`src/rtl/bird_column.sv`:
```
`default_nettype none
// +--------------------------------------------------------------------------+
// | Module   : bird_column                                                   |
// | Purpose  : Bird-position controller for one LED-matrix column. Applies   |
// |            jump or gravity on each game tick, saturates at the ceiling,  |
// |            and latches a crash against the ground or a pipe.             |
// | Revision : 1.0 - initial release                                         |
// +--------------------------------------------------------------------------+
module bird_column #(
  parameter int ROWS       = 8,
  parameter int START_ROW  = 4,
  parameter int JUMP       = 1,
  parameter int FALL_DELAY = 1
) (
  input  logic                    clk,
  input  logic                    reset,
  input  logic                    enable,
  input  logic                    up,
  input  logic                    gameOver,
  input  logic [ROWS-1:0]         wall,
  output logic [ROWS-1:0]         lightOn,
  output logic [$clog2(ROWS)-1:0] pos,
  output logic                    crashed
);

  localparam int POS_W = $clog2(ROWS);
  localparam int CNT_W = $clog2(FALL_DELAY + 1);

  localparam logic [POS_W-1:0] c_START    = POS_W'(START_ROW);
  localparam logic [POS_W:0]   c_TOP_WIDE = (POS_W + 1)'(ROWS - 1);
  localparam logic [POS_W:0]   c_JUMP     = (POS_W + 1)'(JUMP);
  localparam logic [CNT_W-1:0] c_CNT_LAST = CNT_W'(FALL_DELAY - 1);

  typedef enum logic [1:0] {
    S_IDLE    = 2'd0,
    S_FLY     = 2'd1,
    S_CRASHED = 2'd2
  } state_t;

  state_t           r_state;
  state_t           w_stateNext;
  logic [POS_W-1:0] r_pos;
  logic [POS_W-1:0] w_posNext;
  logic [CNT_W-1:0] r_cnt;
  logic [CNT_W-1:0] w_cntNext;
  logic             r_pending;
  logic             w_pendingNext;
  logic             r_crashed;
  logic             w_crashedNext;

  logic             w_tick;
  logic             w_jump;
  logic [POS_W:0]   w_jumpSum;
  logic [POS_W-1:0] w_posJump;

  // Register all block state; reset restores the parked bird immediately.
  always_ff @(posedge clk or negedge reset) begin
    if (!reset) begin
      r_state   <= S_IDLE;
      r_pos     <= c_START;
      r_cnt     <= '0;
      r_pending <= 1'b0;
      r_crashed <= 1'b0;
    end else begin
      r_state   <= w_stateNext;
      r_pos     <= w_posNext;
      r_cnt     <= w_cntNext;
      r_pending <= w_pendingNext;
      r_crashed <= w_crashedNext;
    end
  end

  // Next-state logic: movement only on unfrozen ticks, key capture every clk.
  always_comb begin
    w_stateNext   = r_state;
    w_posNext     = r_pos;
    w_cntNext     = r_cnt;
    w_crashedNext = r_crashed;
    // A press between ticks is remembered; a freeze request drops it.
    w_pendingNext = r_pending | (up & ~gameOver);

    w_tick    = enable & ~gameOver;
    // A press on the tick cycle itself counts for that tick.
    w_jump    = r_pending | up;
    // Widened sum so the ceiling clamp cannot wrap.
    w_jumpSum = {1'b0, r_pos} + c_JUMP;
    w_posJump = (w_jumpSum > c_TOP_WIDE) ? c_TOP_WIDE[POS_W-1:0]
                                         : w_jumpSum[POS_W-1:0];

    if (w_tick) begin
      w_pendingNext = 1'b0;
      case (r_state)
        S_IDLE: begin
          if (w_jump) begin
            w_posNext   = w_posJump;
            w_cntNext   = '0;
            w_stateNext = S_FLY;
          end
        end
        S_FLY: begin
          if (w_jump) begin
            w_posNext = w_posJump;
            w_cntNext = '0;
          end else if (r_cnt == c_CNT_LAST) begin
            w_cntNext = '0;
            if (r_pos == '0) begin
              // Falling out of the bottom row is a ground crash.
              w_stateNext   = S_CRASHED;
              w_crashedNext = 1'b1;
            end else begin
              w_posNext = r_pos - POS_W'(1);
            end
          end else begin
            w_cntNext = r_cnt + CNT_W'(1);
          end
          // Pipe hit is judged at the row the bird ends up in.
          if (wall[w_posNext]) begin
            w_stateNext   = S_CRASHED;
            w_crashedNext = 1'b1;
          end
        end
        default: begin
          // Crashed: position frozen until reset.
        end
      endcase
    end
  end

  // One-hot column drive decoded from the position register.
  always_comb begin
    lightOn        = '0;
    lightOn[r_pos] = 1'b1;
  end

  assign pos     = r_pos;
  assign crashed = r_crashed;

endmodule
`default_nettype wire

```
`config.mk`:
```
export PLATFORM = sky130hd
export DESIGN_NAME = bird_column
export DESIGN_NICKNAME = d
export VERILOG_FILES = /design/src/rtl/bird_column.sv
export SDC_FILE = /design/constraint.sdc
export NUM_CORES = 1
export LEC_CHECK = 0
export ABC_AREA = 0
export CAP_MARGIN = 0
export CORE_AREA = 4 4 44 46
export CTS_BUF_LIST = sky130_fd_sc_hd__clkbuf_2
export CTS_CLUSTER_DIAMETER = 40
export DETAILED_ROUTE_END_ITERATION = 8
export DIE_AREA = 0 0 48 50
export GPL_TIMING_DRIVEN = 0
export PLACE_DENSITY_LB_ADDON = 0.1
export SYNTH_ARGS = -nofsm -noshare
export SYNTH_HDL_FRONTEND = slang
export SYNTH_SLANG_ARGS = --single-unit
```
`constraint.sdc`:
```
create_clock -name clk -period 2.9 [get_ports clk]
set_input_delay 0.58 -clock clk [delete_from_list [all_inputs] [get_ports clk]]
set_output_delay 0.58 -clock clk [all_outputs]
set_load 0.01 [all_outputs]
```
* Yosys cells after proc, flatten, opt, wreduce, memory -nomap -nowiden *
Index checks and enable logic that the tools add are counted.

storage, ports and cells
  bits in registers = 8
  input bits = 13
  output and inout bits = 12
  word-level logic and storage cells = 59

cells by class
  add/subtract/negate cells = 3
  order comparisons = 4
  eq/ne operators = 7
  multiplexer cells = 27
  bitwise gates (word level) = 5
  reductions and logical operators = 8

operator list
  kind                   count
  $mux W3                7
  $mux W1                10
  $mux W2                5
  $ne A3 B3 Y1 const B   3
  $lt A3 B4 Y1 const B   2
  $pmux W3 S2            1
  $reduce_and A6 Y1      1
  $reduce_and A5 Y1      1
  $add A3 B1 Y4 const B  1
  $gt A4 B3 Y1 const B   1
  $ne A2 B1 Y1 const B   2
  $pmux W2 S2            1
  $reduce_bool A2 Y1     2
  $bmux W1 S3            1
  $demux W1 S3           1
  $ge A3 B1 Y1 const B   1
  $logic_not A3 Y1       1
  $reduce_and A3 Y1      1
  $sub A3 B1 Y3 const B  1
  $and A1 B1 Y1          2
  $eq A2 B1 Y1 const B   1
  $logic_not A2 Y1       1
  $ne A2 B2 Y1 const B   1
  $or A1 B1 Y1           2
  4 further kinds        4

* Logic depth before layout (Yosys ltp) *
Gate-level depths: netlist of run 1.

  depth in word-level cells = 10
  gate-level depth with buffers = 9
  mapped depth without buffers = 8

* Worst setup path before layout of run 1 *
OpenSTA, ideal clock, no wires.

  kind = register -> register
  start = register r_pos[0] (netlist: pos[0])
  end = register r_crashed (netlist: crashed)
  setup time = 129 ps
  arrival = 2,123 ps
  data required time = 2,771 ps
  slack = 648 ps
  stages on the path, launching flop included = 10
  path buffers = 1
  period minus slack after synthesis = 2,252 ps
  path through = dfrtp_1 -> buf_2 -> inv_1 -> ha_1 -> nor3b_2 -> mux2i_1 -> or2_4 -> a2111oi_0 -> nand4bb_1 -> o21ai_0

on the way
  longest elaborated chain between the ends = 10
  elaborated cells on any way between the ends = 17
  classes of those cells = add/sub (2); order compare (1); eq/ne (2); mux (9); reduce/logical (3)

ends and longest elaborated chain
  item                                                          RTL line  text
  from (decl)                                                   42        logic [POS_W-1:0] r_pos;
  from (signal assigned)                                        60        r_pos <= c_START;
  from (signal assigned)                                        66        r_pos <= w_posNext;
  $add A3 B1 Y4, or another cell as far along                   86        w_jumpSum = {1'b0, r_pos} + c_JUMP;
  $gt A4 B3 Y1 or $mux W3 (tied branches)                       87, 106
  $mux W3 (on tied branches)                                    87, 104
  $mux W3                                                       101       if (w_jump) begin
  $mux W3                                                       92        case (r_state)
  $mux W3                                                       90        if (w_tick) begin
  $bmux W1 S3                                                   117       if (wall[w_posNext]) begin
  $mux W1 (implied by the code)                                 117
  $ne A2 B1 Y1 (no line) or $reduce_bool A2 Y1 (tied branches)  --
  $reduce_and A5 Y1 (no line)                                   --
  to (signal assigned)                                          69        r_crashed <= w_crashedNext;
  to (decl)                                                     48        logic r_crashed;

Parallel ways exist; a longest one is shown, timed or not. The select of a mux whose other input is x is not followed.
A chain may end at the register's enable or synchronous reset.

* Worst setup path in the final report of run 1 *
  start = register r_pos[0] (netlist: pos[0])
  end = register r_state[0]

on the way
  longest elaborated chain between the ends = 10
  elaborated cells on any way between the ends = 18
  classes of those cells = add/sub (2); order compare (1); eq/ne (3); mux (10); reduce/logical (2)

ends and longest elaborated chain
  item                                                        RTL line  text
  $add A3 B1 Y4, or another cell as far along                 86
  $gt A4 B3 Y1 or $mux W3 (tied branches)                     87, 106
  $mux W3 (on tied branches)                                  87, 104
  $mux W3                                                     101
  $mux W3                                                     92
  $mux W3                                                     90
  $bmux W1 S3                                                 117
  $mux W1 (implied by the code)                               117
  $ne A3 B3 Y1 (no line) or $mux W2 (tied branches)           --
  $reduce_and A6 Y1 (no line) or $pmux W2 S2 (tied branches)  --
  to (signal assigned)                                        65        r_state <= w_stateNext;
  to (decl)                                                   40        state_t r_state;

Parallel ways exist; a longest one is shown, timed or not. The select of a mux whose other input is x is not followed.

==> reports/results.ini, run 1 <==
[outcome]
status = completed

[yosys]
syn-cell-area_sq_um = 680.7
synth_top_area_cell = dfrtp_1
synthFlopType = dfrtp_1
async_flop_share_pct = 100.0
syn_avg_cell_area_sq_um = 7.735
postSynthCellCount = 88
synth_area_leaders = dfrtp_1 22%, o21ai_0 6.6%, nor2_1 6.1%, ha_1 5.5%, nand2_1 4.4%
synth_seq_area_share_pct = 25.92
synth-edff-count = 0
yosys_warnings = 0
synth_cell_types = 34
synth_nets = 104
synth-seq-cells = 7
synth_top_area_share_pct = 22.06

[power_and_ir_drop]
p_leak_uw = 0.0003900
vdd_drop_max_mv = 0.5381
power_density_nw_per_um2 = 985.7

[placement]
pre_cts_ws_ns = 0.3559
gp_congestion = 0.7520
io_buffers = 23
hpwl_um = 1310

[sta]
min_period_ns = 2.549
fmax_mhz = 392.2
fin_tns_setup_ns = 0
fin_crit_sh_pct = 87.91
finalHoldViolCount = 0
rsz0062_at_grt = false
slew_violations = 0
hold_slack_ns = 0.4893
worst_pin_slew_ns = 0.7539
worst_slack_ns = 0.3506
finalSetupViolations = 0
maxSlewHeadroom_pct = 49.03
fin_skew_ns = 0.002577

[setup_path]
cp-end-kind = flip-flop
critical_path_class = flip-flop to flip-flop
critPathMaxFanout = 10
start_kind = flip-flop
ff2ff_path_depth = 9
reg2reg_slack_ns = 0.35
worstPathArrival_ns = 2.66
worstPathRequired_ns = 3.01

[clock_network]
htree_levels = 1
worstSkewPairLatency_ns = 0.22
cts-resized-gates = 0
cts_tree = yes
cts-root-buf = clkbuf_2
clk_transition_reported_paths_ns = 0.07
cts_num_sinks = 7
cts_buffer_depth = 2
cts_hold_buf = 0
numCtsBuffers = 3
postCtsSetupRepairBufs = 0

[grt]
grt_overflow = 0
grt_antenna_before_repair = 0
use_met2_pct = 22.47
top_usage_layer = met2
grt_max_degree = 11
first_global_vias = 655
met3_usage_pct = 5.818
grtUsageTotal_pct = 15.58
use_met1_pct = 21.66
grt_pass1_wl_um = 2766

[routing]
drt_iter0_markers = 12
dr.pass1.iters = 4
drtAntennaViolNets = 0
avgRoutedWirePerCell_um = 12.40
vias = 690
drc = 0
wirelength_um = 1624
vias_per_cell = 5.267

[cells_and_area]
synthToLayoutAreaGrowth_pct = 39.71
fillers = 154
drive_gt1_share_pct = 13.04
multiInputGateArea_sq_um = 446.7
nNetsFinal = 132
final-seq-area_sq_um = 176.4
diodes = 0

[worst_hold_path]
min_path_type = flip-flop to flip-flop
whs_path_depth = 2

[floorplan]
core_area_sq_um = 1506
rows = 14
io_pins = 25
fp.dieH_um = 50
die_x_um = 48
initial_core_util_pct = 45.18
floorplan.die_area_sq_um = 2400

[run]
drv_cap = 0

## synthesized netlist by cell type, drive strengths merged (3+ instances only)
| cell | instances |
|---|---|
| a21oi | 4 |
| buf | 4 |
| dfrtp | 6 |
| ha | 3 |
| inv | 6 |
| nand2 | 8 |
| nor2 | 11 |
| nor3 | 3 |
| nor3b | 3 |
| o21ai | 9 |
## per-layer routing
| metal | share of wire [%] | wire, um | up-vias |
|---|---|---|---|
| li1 | - | - | 372 |
| met1 | 47 | 764 | 295 |
| met2 | 47 | 759 | 21 |
| met3 | 5.5 | 90 | 2 |
| met4 | 0.62 | 10 | 0 |
| met5 | 0 | 0 | - |
## registers in the layout (all words and copies together), names as in the netlist
| name | flops |
|---|---|
| r_state | 2 |
| r_pending | 1 |
| pos | 3 |
| crashed | 1 |
## worst paths after layout
check,to,from
setup / recovery,r_state[0],pos[0]
hold / removal,crashed,crashed
setup reg to reg,r_state[0],pos[0]
hold reg to reg,crashed,crashed
max in group asynchronous,pos[2],reset
min in group asynchronous,pos[0],reset
## stage by stage
step | utilization (%) | total power [uW] | area (sq um) | instances
finish | 63.12 | 937.3 | 950.9 | 131
global route | 63.12 | 1036 | 950.9 | 131
CTS | 63.12 | 945.0 | 950.9 | 131
detailed placement | 61.79 | 871.6 | 930.9 | 127
global placement | 61.79 | 860.4 | 930.9 | 127
floorplan | - | 622.6 | 680.7 | 88
## worst max-delay path: stages (launching register included)
cell,delay (ns)
dfrtp_1,0.41
buf_2,0.19
inv_1,0.14
ha_1,0.22
nor4b_1,0.64
nand2_1,0.14
o211ai_2,0.14
a2111oi_0,0.11
nand4bb_1,0.25
a21bo_1,0.20
## cells in the final DEF (no fill, tap or decap), drive strengths merged
cell,n
a2111oi,2
o2111ai,2
mux2,2
clkdlybuf4s50,23
nand2,8
or2,1
dfstp,1
nor2,11
o211ai,1
a21oi,4
o22ai,1
inv,6
mux2i,2
nor3,3
and3,2
buf,4
nand3,1
nand4bb,1
clkbuf,6
o32ai,1
nor3b,3
a31oi,2
nor2b,2
dfrtp,6
a21bo,1
o31ai,1
o2bb2ai,2
nor4b,1
ha,3
and2,1
o21ai,9
nand2b,2
## cells by family after synthesis
logic type      synth area share, %
fa+ha+maj                     5.515
mux                           6.250
simple gates                  28.12
buf+inv                       8.454
compound gates                25.74
flops                         25.92
## power by group
group / total (uW) / switching (uW) / internal, uW / leakage (uW)
Combinational: 703 / 370 / 333 / 0.000298
Sequential: 166 / 26.4 / 140 / 0.0000756
Clock: 68.4 / 31.8 / 36.6 / 0.0000166
Total: 937 / 428 / 509 / 0.000390
## final cells by class
cell class,instances,area share [%]
clock buffer,4,2.105
multi-input combinational,69,46.97
buffer,6,3.684
timing repair buffer,23,24.21
sequential,7,18.55
inverter,6,2.368
tap,16,2.105
(Power assumes the default switching activity.)
==> run 2: changes to the inputs <==
--- a/config.mk
+++ b/config.mk
@@ -13,7 +13,7 @@
 export DETAILED_ROUTE_END_ITERATION = 8
 export DIE_AREA = 0 0 48 50
 export GPL_TIMING_DRIVEN = 0
-export PLACE_DENSITY_LB_ADDON = 0.1
+export PLACE_DENSITY = 0.87
 export SYNTH_ARGS = -nofsm -noshare
 export SYNTH_HDL_FRONTEND = slang
 export SYNTH_SLANG_ARGS = --single-unit
==> constraint.sdc (replaced) <==
create_clock -name clk -period 2.48 [get_ports clk]
set_input_delay 0.496 -clock clk [delete_from_list [all_inputs] [get_ports clk]]
set_output_delay 0.496 -clock clk [all_outputs]
set_load 0.01 [all_outputs]
==> run 2 against run 1 <==
Core utilization rose by 2.9 points. Non-clock buffer count stayed put. Die area is the same. Cell count is the same. Critical path depth did not move. Wire length increased by 12%. Sequential cell count stayed put. Via count increased by 9.7%. Critical path type unchanged. Critical endpoint is now r_state[1]. Largest cell class unchanged. Highest routed layer unchanged.
==> reports/results.ini, run 2 (same netlist as run 1, synthesis figures left out) <==
[outcome]
status = completed

[grt]
met3_usage_pct = 4.364  ; -1.5 points
first_global_vias = 671  ; +2.4%
grt_antenna_before_repair = 0  ; unchanged
grtUsageTotal_pct = 15.67  ; +0.091 points
use_met2_pct = 25.77  ; +3.3 points
grt_max_degree = 11  ; unchanged
grt_overflow = 0  ; unchanged
top_usage_layer = met2
grt_pass1_wl_um = 2835  ; +2.5%
use_met1_pct = 20.00  ; -1.7 points

[sta]
slew_violations = 0  ; unchanged
worst_pin_slew_ns = 0.5409  ; -0.2130 ns
fin_crit_sh_pct = 93.88  ; +6.0 points
fmax_mhz = 429.5  ; +9.5%
rsz0062_at_grt = false
maxSlewHeadroom_pct = 63.63  ; +15 points
finalSetupViolations = 0  ; unchanged
fin_tns_setup_ns = 0  ; unchanged
min_period_ns = 2.328  ; -0.2212 ns
worst_slack_ns = 0.1518  ; -0.1988 ns
fin_skew_ns = 0.006056  ; +0.003479 ns
finalHoldViolCount = 0  ; unchanged

[placement]
dpl_cell_area_sq_um = 930.9  ; unchanged
hpwl_um = 1401  ; +6.9%
gp_congestion = 0.8776  ; +17%
io_buffers = 23  ; unchanged
pre_cts_ws_ns = -0.1185  ; -0.4744 ns

[cells_and_area]
final_cell_area_sq_um = 994.7  ; +4.6%
diodes = 0  ; unchanged
postLayoutCoreUtil_pct = 66.03  ; +2.9 points
largest_reg_flops = 3  ; unchanged
fillers = 129  ; -16%
drive_gt1_share_pct = 19.13  ; +6.1 points
nNetsFinal = 132  ; unchanged
synthToLayoutAreaGrowth_pct = 46.14
final_common_cell = clkdlybuf4s50_1
final_cell_mix = 23 x clkdlybuf4s50_1, 11 x nor2_1, 9 x o21ai_0, 8 x nand2_1, 6 x dfrtp_1

[setup_path]
worstPathRequired_ns = 2.58  ; -0.43 ns
critical_path_class = flip-flop to flip-flop
critPathMaxFanout = 10  ; unchanged
path_cells = buf_4, inv_2, ha_4, nor3b_4, mux2i_2, or2_4, a2111oi_2, nand4bb_1, o21ai_0
start_kind = flip-flop
worstPathArrival_ns = 2.43  ; -0.23 ns
worst_path_largest_cell_delay_ns = 0.41  ; -0.23 ns
cp-end-kind = flip-flop
crit_slowest_cell = dfrtp_1

[run]
drv_cap = 0  ; unchanged

[clock_network]
clk_transition_reported_paths_ns = 0.07  ; about the same
cts_tree = yes
numCtsBuffers = 3  ; unchanged
cts_num_sinks = 7  ; unchanged
cts_hold_buf = 0  ; unchanged
worstSkewPairLatency_ns = 0.23  ; about the same
cts_buffer_depth = 2  ; unchanged
cts-root-buf = clkbuf_2
htree_levels = 1  ; unchanged

[routing]
drt_iter0_markers = 22  ; +10
vias = 757  ; +9.7%
wirelength_um = 1812  ; +12%
avgRoutedWirePerCell_um = 13.83  ; +12%
vias_per_cell = 5.779  ; +9.7%
dr.pass1.iters = 4  ; unchanged
drc = 0  ; unchanged
drtAntennaViolNets = 0  ; unchanged

[floorplan]
fp.dieH_um = 50  ; unchanged
die_x_um = 48  ; unchanged
rows = 14  ; unchanged
io_pins = 25  ; unchanged
initial_core_util_pct = 45.18  ; unchanged
floorplan.die_area_sq_um = 2400  ; unchanged
core_area_sq_um = 1506  ; unchanged

[worst_hold_path]
min_path_type = flip-flop to flip-flop

[power_and_ir_drop]
p_leak_uw = 0.0003965  ; +1.6%
power_density_nw_per_um2 = 1216  ; +23%
vdd_drop_max_mv = 0.7534  ; +40%

[run 2: what timing repair did]
action | 4_1_cts | 5_1_grt
gates resized for setup | 4 | 8
setup endpoints to repair | 3 | 3
endpoints found under the hold margin | 0 | 0
pin swaps | 1 | 2
setup buffers | 0 | 0
[run 2: stage by stage]
step / power (uW) / instances / hold WS [ns]
global placement: 999.1 / 127 / 0.4721
detailed placement: 1028 / 127 / 0.4924
CTS: 1132 / 131 / 0.5140
finish: 1210 / 131 / 0.5025
floorplan: 728.1 / 88 / 0.2004
global route: 1312 / 131 / 0.5173
[run 2: routing by layer]
| layer | share of wire, % | vias up | routed length (um) |
|---|---|---|---|
| met1 | 42 | 360 | 759 |
| met4 | 0.44 | 0 | 8 |
| met3 | 4.9 | 3 | 89 |
| li1 | - | 369 | - |
| met5 | 0 | - | 0 |
| met2 | 53 | 25 | 955 |
[run 2: critical path: cells and delay by family, from the launching register on]
kind            cells  cell delay (ns)
simple gates        3             0.72
compound gates      2             0.47
flops               1             0.41
buf+inv             2             0.30
fa+ha+maj           1             0.16
mux                 1             0.13
[run 2: final cells by class]
| type | instances | area [sq um] | share of cell area [%] |
|---|---|---|---|
| buffer | 6 | 37.54 | 3.774 |
| sequential | 7 | 176.4 | 17.74 |
| multi-input combinational | 69 | 488.0 | 49.06 |
| tap | 16 | 20.02 | 2.013 |
| clock buffer | 4 | 20.02 | 2.013 |
| inverter | 6 | 22.52 | 2.264 |
| timing repair buffer | 23 | 230.2 | 23.14 |
[run 2: report_power, final]
part           total (uW)  switching, uW  internal (uW)  leakage [uW]
combinational         931            488            443      0.000304
clock                82.6           39.8           42.8     0.0000166
sequential            196           33.2            163     0.0000756
total                1210            561            649      0.000396
[run 2: worst paths after layout]
path,start,end,slack (ns),cells past startpoint
max in group asynchronous,reset,pos[2],1.68,1
min in group asynchronous,reset,r_pending,0.52,1
setup / recovery,pos[0],r_state[1],0.15,9
hold reg to reg,crashed,crashed,0.50,2
setup reg to reg,pos[0],r_state[1],0.15,9
hold / removal,crashed,crashed,0.50,2
==> run 3: changes to the inputs <==
==> config.mk (replaced) <==
export PLATFORM = sky130hd
export DESIGN_NAME = bird_column
export DESIGN_NICKNAME = d
export VERILOG_FILES = /design/src/rtl/bird_column.sv
export SDC_FILE = /design/constraint.sdc
export NUM_CORES = 1
export LEC_CHECK = 0
export ABC_AREA = 0
export CAP_MARGIN = 0
export CORE_AREA = 4 4 45 47
export CTS_CLUSTER_DIAMETER = 30
export DETAILED_ROUTE_END_ITERATION = 8
export DIE_AREA = 0 0 49 51
export GPL_ROUTABILITY_DRIVEN = 1
export GPL_TIMING_DRIVEN = 0
export PLACE_DENSITY = 0.83
export SYNTH_ARGS = -nofsm -noshare
export SYNTH_HDL_FRONTEND = slang
export SYNTH_SLANG_ARGS = --single-unit
==> run 3 against run 2 <==
Clock skew is 0.0021 ns lower. Combinational power is 4.4% lower. Core utilization is 6.3 points lower. Setup slack worse by 0.0091 ns. First-iteration DRC count is 55% lower. Wire length is 6.6% lower. Clock power is 18% higher. Power is 2.1% lower. Largest cell class unchanged. Largest power group unchanged.
==> reports/results.ini, run 3 (same netlist as run 1, synthesis figures left out) <==
[clock_network]
worstSkewPairLatency_ns = 0.24  ; about the same
numCtsBuffers = 3  ; unchanged
postCtsSetupRepairBufs = 0  ; unchanged
cts-root-buf = clkbuf_4
cts_num_sinks = 7  ; unchanged
clk_transition_reported_paths_ns = 0.05  ; -0.02 ns
htree_levels = 1  ; unchanged
cts_buffer_depth = 2  ; unchanged
cts_tree = yes

[cells_and_area]
final_cell_mix = 23 x clkdlybuf4s50_1, 11 x nor2_1, 9 x o21ai_0, 8 x nand2_1, 6 x dfrtp_1
final-seq-area_sq_um = 176.4  ; unchanged
diodes = 0  ; unchanged
fin_cells = 132  ; +0.76%
multiInputGateArea_sq_um = 473.0  ; -3.1%
drive_gt1_share_pct = 17.39  ; -1.7 points
final_common_cell = clkdlybuf4s50_1
largest_reg_flops = 3  ; unchanged
synthToLayoutAreaGrowth_pct = 45.04
fillers = 158  ; +22%
nNetsFinal = 132  ; unchanged

[routing]
drt-met1-wl_um = 743  ; -2.1%
drc = 0  ; unchanged
avgRoutedWirePerCell_um = 12.83  ; -7.3%
drtAntennaViolNets = 0  ; unchanged
wirelength_um = 1693  ; -6.6%
dr.pass1.iters = 4  ; unchanged
vias_per_cell = 5.447  ; -5.7%
vias = 719  ; -5.0%
detailroute.wirelength.met3_um = 94  ; +5.6%
top_layer = met3
drt_iter0_markers = 10  ; -55%
wl_met2_um = 855  ; -10%

[worst_hold_path]
whs_path_depth = 2  ; unchanged
min_to = r_state[1]
holdCritStartpoint = r_state[1]
min_path_type = flip-flop to flip-flop

[sta]
worst_slack_ns = 0.1427  ; -0.009130 ns
min_period_ns = 2.337  ; +0.009130 ns
maxSlewHeadroom_pct = 65.15  ; +1.5 points
finalHoldViolCount = 0  ; unchanged
slew_violations = 0  ; unchanged
fmax_mhz = 427.8  ; -0.39%
fin_crit_sh_pct = 94.25  ; +0.37 points
finalSetupViolations = 0  ; unchanged
rsz0062_at_grt = false
worst_pin_slew_ns = 0.5183  ; -0.02265 ns
fin_skew_ns = 0.003996  ; -0.002060 ns
hold_slack_ns = 0.4941  ; -0.008376 ns

[power_and_ir_drop]
vdd_drop_max_mv = 0.5582  ; -26%
power_uw = 1184  ; -2.1%
power_density_nw_per_um2 = 1199  ; -1.4%
p_leak_uw = 0.0003920  ; -1.1%

[setup_path]
critical_path_class = flip-flop to flip-flop
worstPathArrival_ns = 2.46  ; +0.03 ns
ff2ff_path_depth = 9  ; unchanged
r2r-end = crashed
crit-reg2reg-launch = pos[0]
start_kind = flip-flop
cp-end-kind = flip-flop
worstPathRequired_ns = 2.60  ; +0.02 ns
reg2reg_slack_ns = 0.14  ; about the same
critPathMaxFanout = 10  ; unchanged

[floorplan]
floorplan.die_area_sq_um = 2499  ; +4.1%
core_area_sq_um = 1652  ; +9.6%
fp.dieH_um = 51  ; +2.0%
die_x_um = 49  ; +2.1%
initial_core_util_pct = 41.21  ; -4.0 points
io_pins = 25  ; unchanged
rows = 15  ; +1

[run]
drv_cap = 0  ; unchanged

[grt]
grtUsageTotal_pct = 13.57  ; -2.1 points
grt_max_degree = 11  ; unchanged
grt_antenna_before_repair = 0  ; unchanged
grt_overflow = 0  ; unchanged
grt_pass1_wl_um = 2766  ; -2.4%
first_global_vias = 642  ; -4.3%

[placement]
io_buffers = 23  ; unchanged
hpwl_um = 1345  ; -4.0%
gp_congestion = 0.7983  ; -9.0%
placedCellCount = 128  ; +0.79%
pre_cts_ws_ns = -0.03637  ; +0.08214 ns

[outcome]
status = completed

==> run 3: critical path, cell delays in order, from the launching register on <==
cell and delay [ns]:
dfrtp_1 0.40, buf_4 0.19, inv_2 0.10, ha_2 0.21, nor3b_4 0.21, mux2i_2 0.12, or2_4 0.29, a2111oi_1 0.36
nand4bb_1 0.23, o21ai_0 0.11
==> run 3: routing by layer <==
metal / GRT usage (%) / vias up
met2: 23.04 / 22
met5: 0 / -
met4: 2.691 / 0
li1: - / 370
met1: 17.14 / 327
met3: 3.790 / 0
==> run 3: repair_timing <==
item	in CTS	in global routing
hold buffers	0	0
resized for setup	3	7
setup endpoints to repair	3	3
pin swaps	1	2
==> run 3: power by group <==
group / internal (uW) / leakage [uW] / switching [uW]
sequential: 164 / 0.0000756 / 33.1
combinational: 423 / 0.000301 / 467
clock: 61.0 / 0.0000150 / 36.5
==> run 3: area by class of cell <==
type | instances | share of cell area [%]
clock buffer | 4 | 2.662
multi-input combinational | 69 | 47.91
tap | 17 | 2.155
sequential | 7 | 17.87
inverter | 6 | 2.281
buffer | 6 | 3.802
timing repair buffer | 23 | 23.32
==> run 3: worst max path at each step <==
stage            from         end
4_1_cts        pos[0]     crashed
3_3_place_gp   pos[0]  r_state[0]
5_1_grt        pos[0]     crashed
2_1_floorplan  pos[0]     crashed
3_5_place_dp   pos[0]  r_state[0]
6_report       pos[0]     crashed
==> run 3: through the flow <==
stage	util [%]	area (sq um)	TNS, ns
floorplan	-	680.7	0
global placement	56.44	932.1	-0.01326
finish	59.77	987.2	0
CTS	58.64	968.4	0
global route	59.77	987.2	0
detailed placement	56.44	932.1	-0.04351
